--- src/rtl/ex_mem_pkg.sv ---
// Shared types and default widths for the EX/MEM skid-buffered pipeline stage.
package ex_mem_pkg;

  localparam int EX_MEM_DATA_W = 32;
  localparam int EX_MEM_SEL_W  = 32;
  localparam int EX_MEM_CNT_W  = 16;

  typedef enum logic [1:0] {
    ST_EMPTY = 2'd0,
    ST_HALF  = 2'd1,
    ST_FULL  = 2'd2
  } ex_mem_state_e;

  // One pipeline entry at the default widths; the stage re-declares it with its own parameters.
  typedef struct packed {
    logic [EX_MEM_DATA_W-1:0] boperand;
    logic [EX_MEM_DATA_W-1:0] dbus;
    logic [EX_MEM_SEL_W-1:0]  dsel;
    logic                     store;
    logic                     load;
  } ex_mem_entry_t;

endpackage

--- src/rtl/pipe_reg.sv ---
// Parametrised-width enabled register, asynchronously cleared by an active-high reset.
module pipe_reg #(
  parameter int W = 8
) (
  input  logic         clk,
  input  logic         reset,
  input  logic         en,
  input  logic [W-1:0] d,
  output logic [W-1:0] q
);

  logic [W-1:0] data_q;

  // NOTE: sequential state uses non-blocking (<=) so every flop samples pre-edge values;
  // the contents are reset too, because downstream sees zeros straight out of reset.
  always_ff @(posedge clk or posedge reset) begin
    if (reset) begin
      data_q <= '0;
    end else if (en) begin
      data_q <= d;
    end
  end

  assign q = data_q;

endmodule

--- src/rtl/ex_mem_skid.sv ---
// EX/MEM pipeline stage: valid/ready handshake with a two-entry skid buffer (M drives outputs,
// S absorbs one overflow), synchronous flush and a saturating stall counter.
module ex_mem_skid
  import ex_mem_pkg::*;
#(
  parameter int DATA_W = EX_MEM_DATA_W,
  parameter int SEL_W  = EX_MEM_SEL_W,
  parameter int CNT_W  = EX_MEM_CNT_W
) (
  input  logic              clk,
  input  logic              reset,
  input  logic              flush,
  input  logic              in_valid,
  output logic              in_ready,
  input  logic [DATA_W-1:0] in_boperand,
  input  logic [DATA_W-1:0] in_dbus,
  input  logic [SEL_W-1:0]  in_dsel,
  input  logic              in_store,
  input  logic              in_load,
  output logic              out_valid,
  input  logic              out_ready,
  output logic [DATA_W-1:0] out_boperand,
  output logic [DATA_W-1:0] out_dbus,
  output logic [SEL_W-1:0]  out_dsel,
  output logic              out_store,
  output logic              out_load,
  output logic [CNT_W-1:0]  stall_cnt
);

  typedef struct packed {
    logic [DATA_W-1:0] boperand;
    logic [DATA_W-1:0] dbus;
    logic [SEL_W-1:0]  dsel;
    logic              store;
    logic              load;
  } entry_t;

  localparam int ENTRY_W = $bits(entry_t);

  ex_mem_state_e    state_q, state_d;
  logic [CNT_W-1:0] stall_q, stall_d;

  entry_t in_entry;
  entry_t m_q, m_d;
  entry_t s_q;
  logic   m_en, s_en;
  logic   acc, fire;

  assign in_entry = '{boperand: in_boperand, dbus: in_dbus, dsel: in_dsel,
                      store: in_store, load: in_load};

  // Handshake flags come only from the state register, so out_ready never reaches in_ready.
  assign in_ready  = (state_q != ST_FULL);
  assign out_valid = (state_q != ST_EMPTY);
  assign acc       = in_valid & in_ready & ~flush;
  assign fire      = out_valid & out_ready;

  // NOTE: every signal written here gets a default first, so no path leaves it unassigned
  // and no latch is inferred.
  always_comb begin
    state_d = state_q;
    m_en    = 1'b0;
    m_d     = in_entry;
    s_en    = 1'b0;
    unique case (state_q)
      ST_EMPTY: begin
        if (acc) begin
          m_en    = 1'b1;
          state_d = ST_HALF;
        end
      end
      ST_HALF: begin
        if (acc && fire) begin
          m_en = 1'b1;
        end else if (acc) begin
          s_en    = 1'b1;
          state_d = ST_FULL;
        end else if (fire) begin
          state_d = ST_EMPTY;
        end
      end
      ST_FULL: begin
        if (fire) begin
          m_en    = 1'b1;
          m_d     = s_q;
          state_d = ST_HALF;
        end
      end
      default: state_d = ST_EMPTY;
    endcase
    // Squash wins over everything; held entries become don't-care once the state is EMPTY.
    if (flush) begin
      state_d = ST_EMPTY;
    end
  end

  always_comb begin
    stall_d = stall_q;
    if (out_valid && !out_ready && (stall_q != {CNT_W{1'b1}})) begin
      stall_d = stall_q + CNT_W'(1);
    end
  end

  always_ff @(posedge clk or posedge reset) begin
    if (reset) begin
      state_q <= ST_EMPTY;
      stall_q <= '0;
    end else begin
      state_q <= state_d;
      stall_q <= stall_d;
    end
  end

  pipe_reg #(.W(ENTRY_W)) u_main (
    .clk   (clk),
    .reset (reset),
    .en    (m_en),
    .d     (m_d),
    .q     (m_q)
  );

  pipe_reg #(.W(ENTRY_W)) u_skid (
    .clk   (clk),
    .reset (reset),
    .en    (s_en),
    .d     (in_entry),
    .q     (s_q)
  );

  assign out_boperand = m_q.boperand;
  assign out_dbus     = m_q.dbus;
  assign out_dsel     = m_q.dsel;
  // Memory must never see an access from an invalid slot.
  assign out_store    = m_q.store & out_valid;
  assign out_load     = m_q.load  & out_valid;
  assign stall_cnt    = stall_q;

endmodule

--- config.mk ---
export PLATFORM = sky130hd
export DESIGN_NAME = ex_mem_skid
export DESIGN_NICKNAME = d
export VERILOG_FILES = /design/src/rtl/ex_mem_pkg.sv /design/src/rtl/pipe_reg.sv /design/src/rtl/ex_mem_skid.sv
export SDC_FILE = /design/constraint.sdc
export NUM_CORES = 1
export LEC_CHECK = 0
export ABC_AREA = 1
export CAP_MARGIN = 20
export CORE_MARGIN = 2
export CORE_UTILIZATION = 35
export CTS_BUF_LIST = sky130_fd_sc_hd__clkbuf_4
export DETAILED_ROUTE_END_ITERATION = 16
export GPL_TIMING_DRIVEN = 0
export PLACE_DENSITY = 0.56
export SKIP_CTS_REPAIR_TIMING = 1
export SYNTH_ARGS = -nofsm -noshare
export SYNTH_HDL_FRONTEND = slang
export SYNTH_HIERARCHICAL = 1
export SYNTH_SLANG_ARGS = --single-unit
--- constraint.sdc ---
create_clock -name clk -period 6.93 [get_ports clk]
set_input_delay 0.693 -clock clk [delete_from_list [all_inputs] [get_ports clk]]
set_output_delay 0.693 -clock clk [all_outputs]
set_load 0.03 [all_outputs]
=== After elaboration in Yosys (flattened, before gate mapping) ===
Index checks and enable logic that the tools add are counted.

* Register bits: 214
* Latch bits: 0
* Memory bits (writable): 0
* Memory bits (read-only): 0
* Input bits: 103
* Output and inout port bits: 116
* Logic and storage cells: 41
* Memories: 0

* Add/subtract/negate cells: 1
* $mul: 0
* Div/mod/pow operators: 0
* $lt $le $gt $ge: 0
* Equality and inequality tests: 8
* Shift-type cells: 0
* Muxes and demuxes: 15
* Bitwise gates (word level): 6
* Reductions and logical operators: 7

{| class="wikitable"
|+ Operators by type and width
! kind !! number
|-
| two-way mux 98 bit || 2
|-
| adder 16 x 1 -> 16 bit, second input constant || 1
|-
| != test 16 bit, second input constant || 1
|-
| two-way mux 2 bit || 6
|-
| != test 3 bit, second input constant || 3
|-
| one-hot mux 2 bit (3 select lines) || 1
|-
| AND 1 bit || 5
|-
| two-way mux 1 bit || 5
|-
| != test 4 bit, second input constant || 1
|-
| AND reduction 4 bit || 1
|-
| logical AND 1 bit || 3
|-
| one-hot mux 1 bit (3 select lines) || 1
|-
| equality test 2 x 1 -> 1 bit, second input constant || 1
|-
| equality test 2 bit, second input constant || 1
|-
| zero test 2 bit || 1
|-
| != test 2 bit, second input constant || 1
|-
| nonzero test 2 bit || 1
|-
| zero test 1 bit || 1
|-
| inverter 1 bit || 1
|}

=== Depth between registers and ports, before layout ===
* Word-level depth: 7
* Gate-level depth with buffers: 11

=== Modules after synthesis ===
Netlist, hierarchy kept.

{| class="wikitable"
|+ By module, submodules not included
! module !! instances !! cells an instance !! area each (µm²) !! seq. area each (µm²)
|-
| pipe_reg || 2 || 415 || 3699.8 || 2452.4
|-
| ex_mem_skid || 1 || 280 || 2403.6 || 450.4
|}

=== Worst setup path after synthesis ===
No wires, ideal clock.

* Path type: in2reg
* Start point: in out_ready
* End point: reg u_main.data_q[47], in the netlist u_main/q[47]
* Library setup time: 118 ps
* Data arrival time: 1767 ps
* Data required time: 6812 ps
* Slack: 5045 ps
* Stages: 8
* Buffers on the path: 4
* Path through: buf_2 > nor2_1 > a21oi_1 > buf_4 > buf_4 > buf_4 > nand2_1 > nand2_1

* Longest elaborated chain between the ends: 4
* Elaborated cells between the ends (all ways): 7
* Classes of those cells: 5 x mux; 1 x bitwise; 1 x reduce/logical

{| class="wikitable"
|+ Ends and longest elaborated chain
! what !! line !! source
|-
| from (decl) || ex_mem_skid.sv:21 || <nowiki>input logic out_ready,</nowiki>
|-
| AND 1 bit (*) || ex_mem_skid.sv:56 || <nowiki>assign fire = out_valid & out_ready;</nowiki>
|-
| logical AND 1 bit || ex_mem_skid.sv:73 || <nowiki>if (acc && fire) begin</nowiki>
|-
| two-way mux 1 bit || ex_mem_skid.sv:73 ||
|-
| one-hot mux 1 bit (3 select lines) (*) || ex_mem_skid.sv:65 || <nowiki>unique case (state_q)</nowiki>
|-
| net m_en || ex_mem_skid.sv:46 || <nowiki>logic m_en, s_en;</nowiki>
|-
| to (signal assigned) || pipe_reg.sv:18 || <nowiki>data_q <= '0;</nowiki>
|-
| to (signal assigned) || pipe_reg.sv:20 || <nowiki>data_q <= d;</nowiki>
|-
| to (decl) || pipe_reg.sv:12 || <nowiki>logic [W-1:0] data_q;</nowiki>
|}

The timed path passes the listed nets; every way through them passes the cells marked *.
A chain may end at the register's enable or synchronous reset.

=== Worst setup path after layout ===
* Start point: reg state_q[0]
* End point: out out_store

* Longest elaborated chain between the ends: 2

{| class="wikitable"
|+ Ends and longest elaborated chain
! what !! line !! source
|-
| from (decl) || ex_mem_skid.sv:40 || <nowiki>ex_mem_state_e state_q, state_d;</nowiki>
|-
| from (signal assigned) || ex_mem_skid.sv:109 || <nowiki>state_q <= state_d;</nowiki>
|-
| nonzero test 2 bit || ex_mem_skid.sv:54 || <nowiki>assign out_valid = (state_q != ST_EMPTY);</nowiki>
|-
| AND 1 bit || ex_mem_skid.sv:134 || <nowiki>assign out_store = m_q.store & out_valid;</nowiki>
|-
| to (decl) || ex_mem_skid.sv:25 || <nowiki>output logic out_store,</nowiki>
|}

Every way passes these cells.

==> impl_metrics.csv <==
group,metric,value,unit
global_route,grt_max_degree,64,
sta,relSlewSlack,50.2,%
cts,clkLatencyLatePin,0.70,ns
worst_setup_path,cpPeakStageDelay,0.59,ns
global_route,antenna_found_initial,2,
worst_setup_path,startpoint,"state_q[0]",
worst_setup_path,r2r_start,"state_q[0]",
route,dr.pass1.iters,6,
place,placed_cells,1707,
worst_setup_path,cp.required,6.24,ns
route,ant_nets,0,
run,maxCapViolCount,0,
min_path,hold_path_class,"in2reg",
worst_setup_path,path_buf_inv,1,
worst_setup_path,reg2reg_depth,9,
cts,numClockSinks,214,
worst_setup_path,rrSetupSlack,5.12,ns
outcome,outcome,"complete, no violations",
global_route,grt_pass1_wl,42600,um
yosys,synth_async_sr_flop_share,100,%
die,rows,61,
die,die_h,171,um
sta,fin_crit_sh,38.4,%
sta,report.final.slew_viol_count,0,
cts,cts_tree,"yes",
global_route,grt_overflow,0,
global_route,grt_pass1_vias,8237,
layout,final_cells,1811,
cts,cts_root_buf,"clkbuf_4",
place,port_buffers,217,
cts,clkTransAtPathRegs,0.07,ns
sta,fin_crit,2.66,ns
yosys,synth_edf_count,0,
yosys,ys_seq_area_share,54.6,%
sta,hold_viol,0,
layout,layout-drive-gt1-share,18.2,%
worst_setup_path,slowest_stage,"clkdlybuf4s50_1",
sta,max_freq,0.376,GHz
layout,area_growth,35.1,%
cts,cts_buffers,60,
worst_setup_path,r2r_end,"u_main/q[49]",
yosys,syn_nets,1214,
die,pin_count,219,
cts,cts_max_level,2,
yosys,ys_ff_latch,214,
layout,layout_common_cells,"nand2_1, clkdlybuf4s50_1, dfrtp_1, clkbuf_4, mux2_2",
die,start_util,35.4,%
die,die-area,0.0294,mm2
global_route,grtUsageTotal,18.3,%
route,viasPerCell,4.43,
worst_setup_path,cp.arrival,1.97,ns
worst_setup_path,crit_end,"out_store",
die,die_w,171,um
route,wl_per_cell,14.5,um
route,drt_iter0_markers,380,
power,ir_worst_vdd,0.188,mV
route,num_vias,8026,
yosys,synth_area,0.00980,mm2
power,power_density,312,mW/mm2
worst_setup_path,critPathMaxFanout,5,
layout,n_fill_cell,2736,
layout,final_common_cell,"nand2_1",
sta,finalSetupViolCount,0,
route,drc,0,
worst_setup_path,startpoint_type,"flip-flop",
cts,cts_buffer_depth,3,
worst_setup_path,crit_family,"buffers and inverters",
layout,utilization,47.8,%
worst_setup_path,cp-end-kind,"output pin",
layout,final_nets,1495,
yosys,syn_area_per_cell,8.83,um2
sta,rsz0062_at_grt,"no",
place,dpl.hpwl,18100,um
route,routed_wirelength,26300,um
worst_setup_path,path_class,"reg2out",
sta,skew,0.0508,ns
sta,tightest_slew,0.746,ns
worst_setup_path,crit_path_cell_trace,"nor2_1 > nor2_1 > clkdlybuf4s50_1",
die,core,0.0277,mm2
worst_setup_path,critPathMostFrequentCell,"nor2_1",
yosys,syn_inst,1110,
yosys,synth-warning-count,6,
place,gp_congestion,0.781,
worst_setup_path,cp.depth,3,
sta,fin_setup_tns,0,ns
yosys,synth_flop_cell,"dfrtp_1",
yosys,yosysUniqueCellTypes,24,
power,leakage,6.72,nW
==> layout make-up <==
cell class | instances | area (um2) | area share [%]
multi-input cells | 817 | 3990 | 30.1
clock buffers | 89 | 668 | 5.05
well taps | 378 | 473 | 3.57
repair buffers | 219 | 2230 | 16.8
flip-flops and latches | 214 | 5360 | 40.4
diodes | 2 | 5.00 | 0.0378
plain buffers | 55 | 364 | 2.75
clock inverters | 13 | 58.8 | 0.444
inverters | 24 | 100 | 0.756
==> sequential cells by signal (all words and copies together), names as in the netlist <==
name,cells
u_main/q,98
state_q,2
stall_cnt,16
u_skid/q,98
==> worst reg2reg max path: cells and delay by family (launching register included) <==
family | cells | cell delay [ns]
buffers and inverters | 4 | 0.66
and+or+nand+nor | 4 | 0.51
DFF | 1 | 0.41
AOI/OAI and AO/OA | 1 | 0.15
==> layer usage <==
metal | wire length (um) | track usage (%) | vias to the layer above
met1 | 11900 | 23.9 | 3726
li1 | - | - | 4028
met3 | 1560 | 3.89 | 52
met5 | 0 | 0 | -
met2 | 12200 | 30.3 | 220
met4 | 578 | 6.04 | 0
==> Yosys cell counts, types with 7 or more instances <==
library cell / instances / area share, %
buf_2: 36 / 1.8
buf_4: 8 / 0.61
buf_6: 11 / 1.3
dfrtp_1: 214 / 55
inv_1: 19 / 0.73
mux2_2: 78 / 9.0
mux2_4: 20 / 3.1
nand2_1: 658 / 25
nand3_1: 7 / 0.36
nor2_1: 24 / 0.92
o21ai_0: 8 / 0.41
xnor2_1: 7 / 0.63
==> per-stage QoR <==
stage / setup slack [ns] / power, mW / area (um2) / hold WS (ns)
6_report: 4.27 / 4.13 / 13200 / 0.344
5_1_grt: 4.10 / 4.42 / 13200 / 0.318
4_1_cts: 4.18 / 4.20 / 13200 / 0.290
3_5_place_dp: 4.38 / 3.05 / 12500 / 0.455
3_3_place_gp: 1.53 / 3.02 / 12400 / 0.449
2_1_floorplan: 3.67 / 2.51 / 9800 / 0.438
==> cell families after synthesis <==
| group | count (synthesis) | synth area share, % |
|---|---|---|
| multiplexers | 98 | 12.0 |
| AO/OA/AOI/OAI | 10 | 0.625 |
| AND/OR/NAND/NOR | 701 | 27.3 |
| adder cells (fa/ha/maj) | 1 | 0.128 |
| flip-flops | 214 | 54.6 |
| XOR/XNOR | 7 | 0.625 |
| buffers and inverters | 79 | 4.68 |
==> power breakdown <==
part           total [mW]  switching, mW  internal, mW
clock network        1.12          0.537         0.582
logic                1.21          0.698         0.516
registers            1.80          0.197          1.60
total                4.13           1.43          2.70
==> worst min path at each step <==
stage	start	slack, ns	to	depth (start not counted)
floorplan	u_skid/q[0]	0.44	u_skid/q[0]	2
global placement	u_skid/q[0]	0.45	u_skid/q[0]	2
detailed placement	u_skid/q[13]	0.45	u_skid/q[13]	2
CTS	out_ready	0.29	state_q[1]	2
global route	out_ready	0.32	state_q[1]	2
finish	out_ready	0.34	state_q[1]	2
Power figures use the tool's default switching activity.
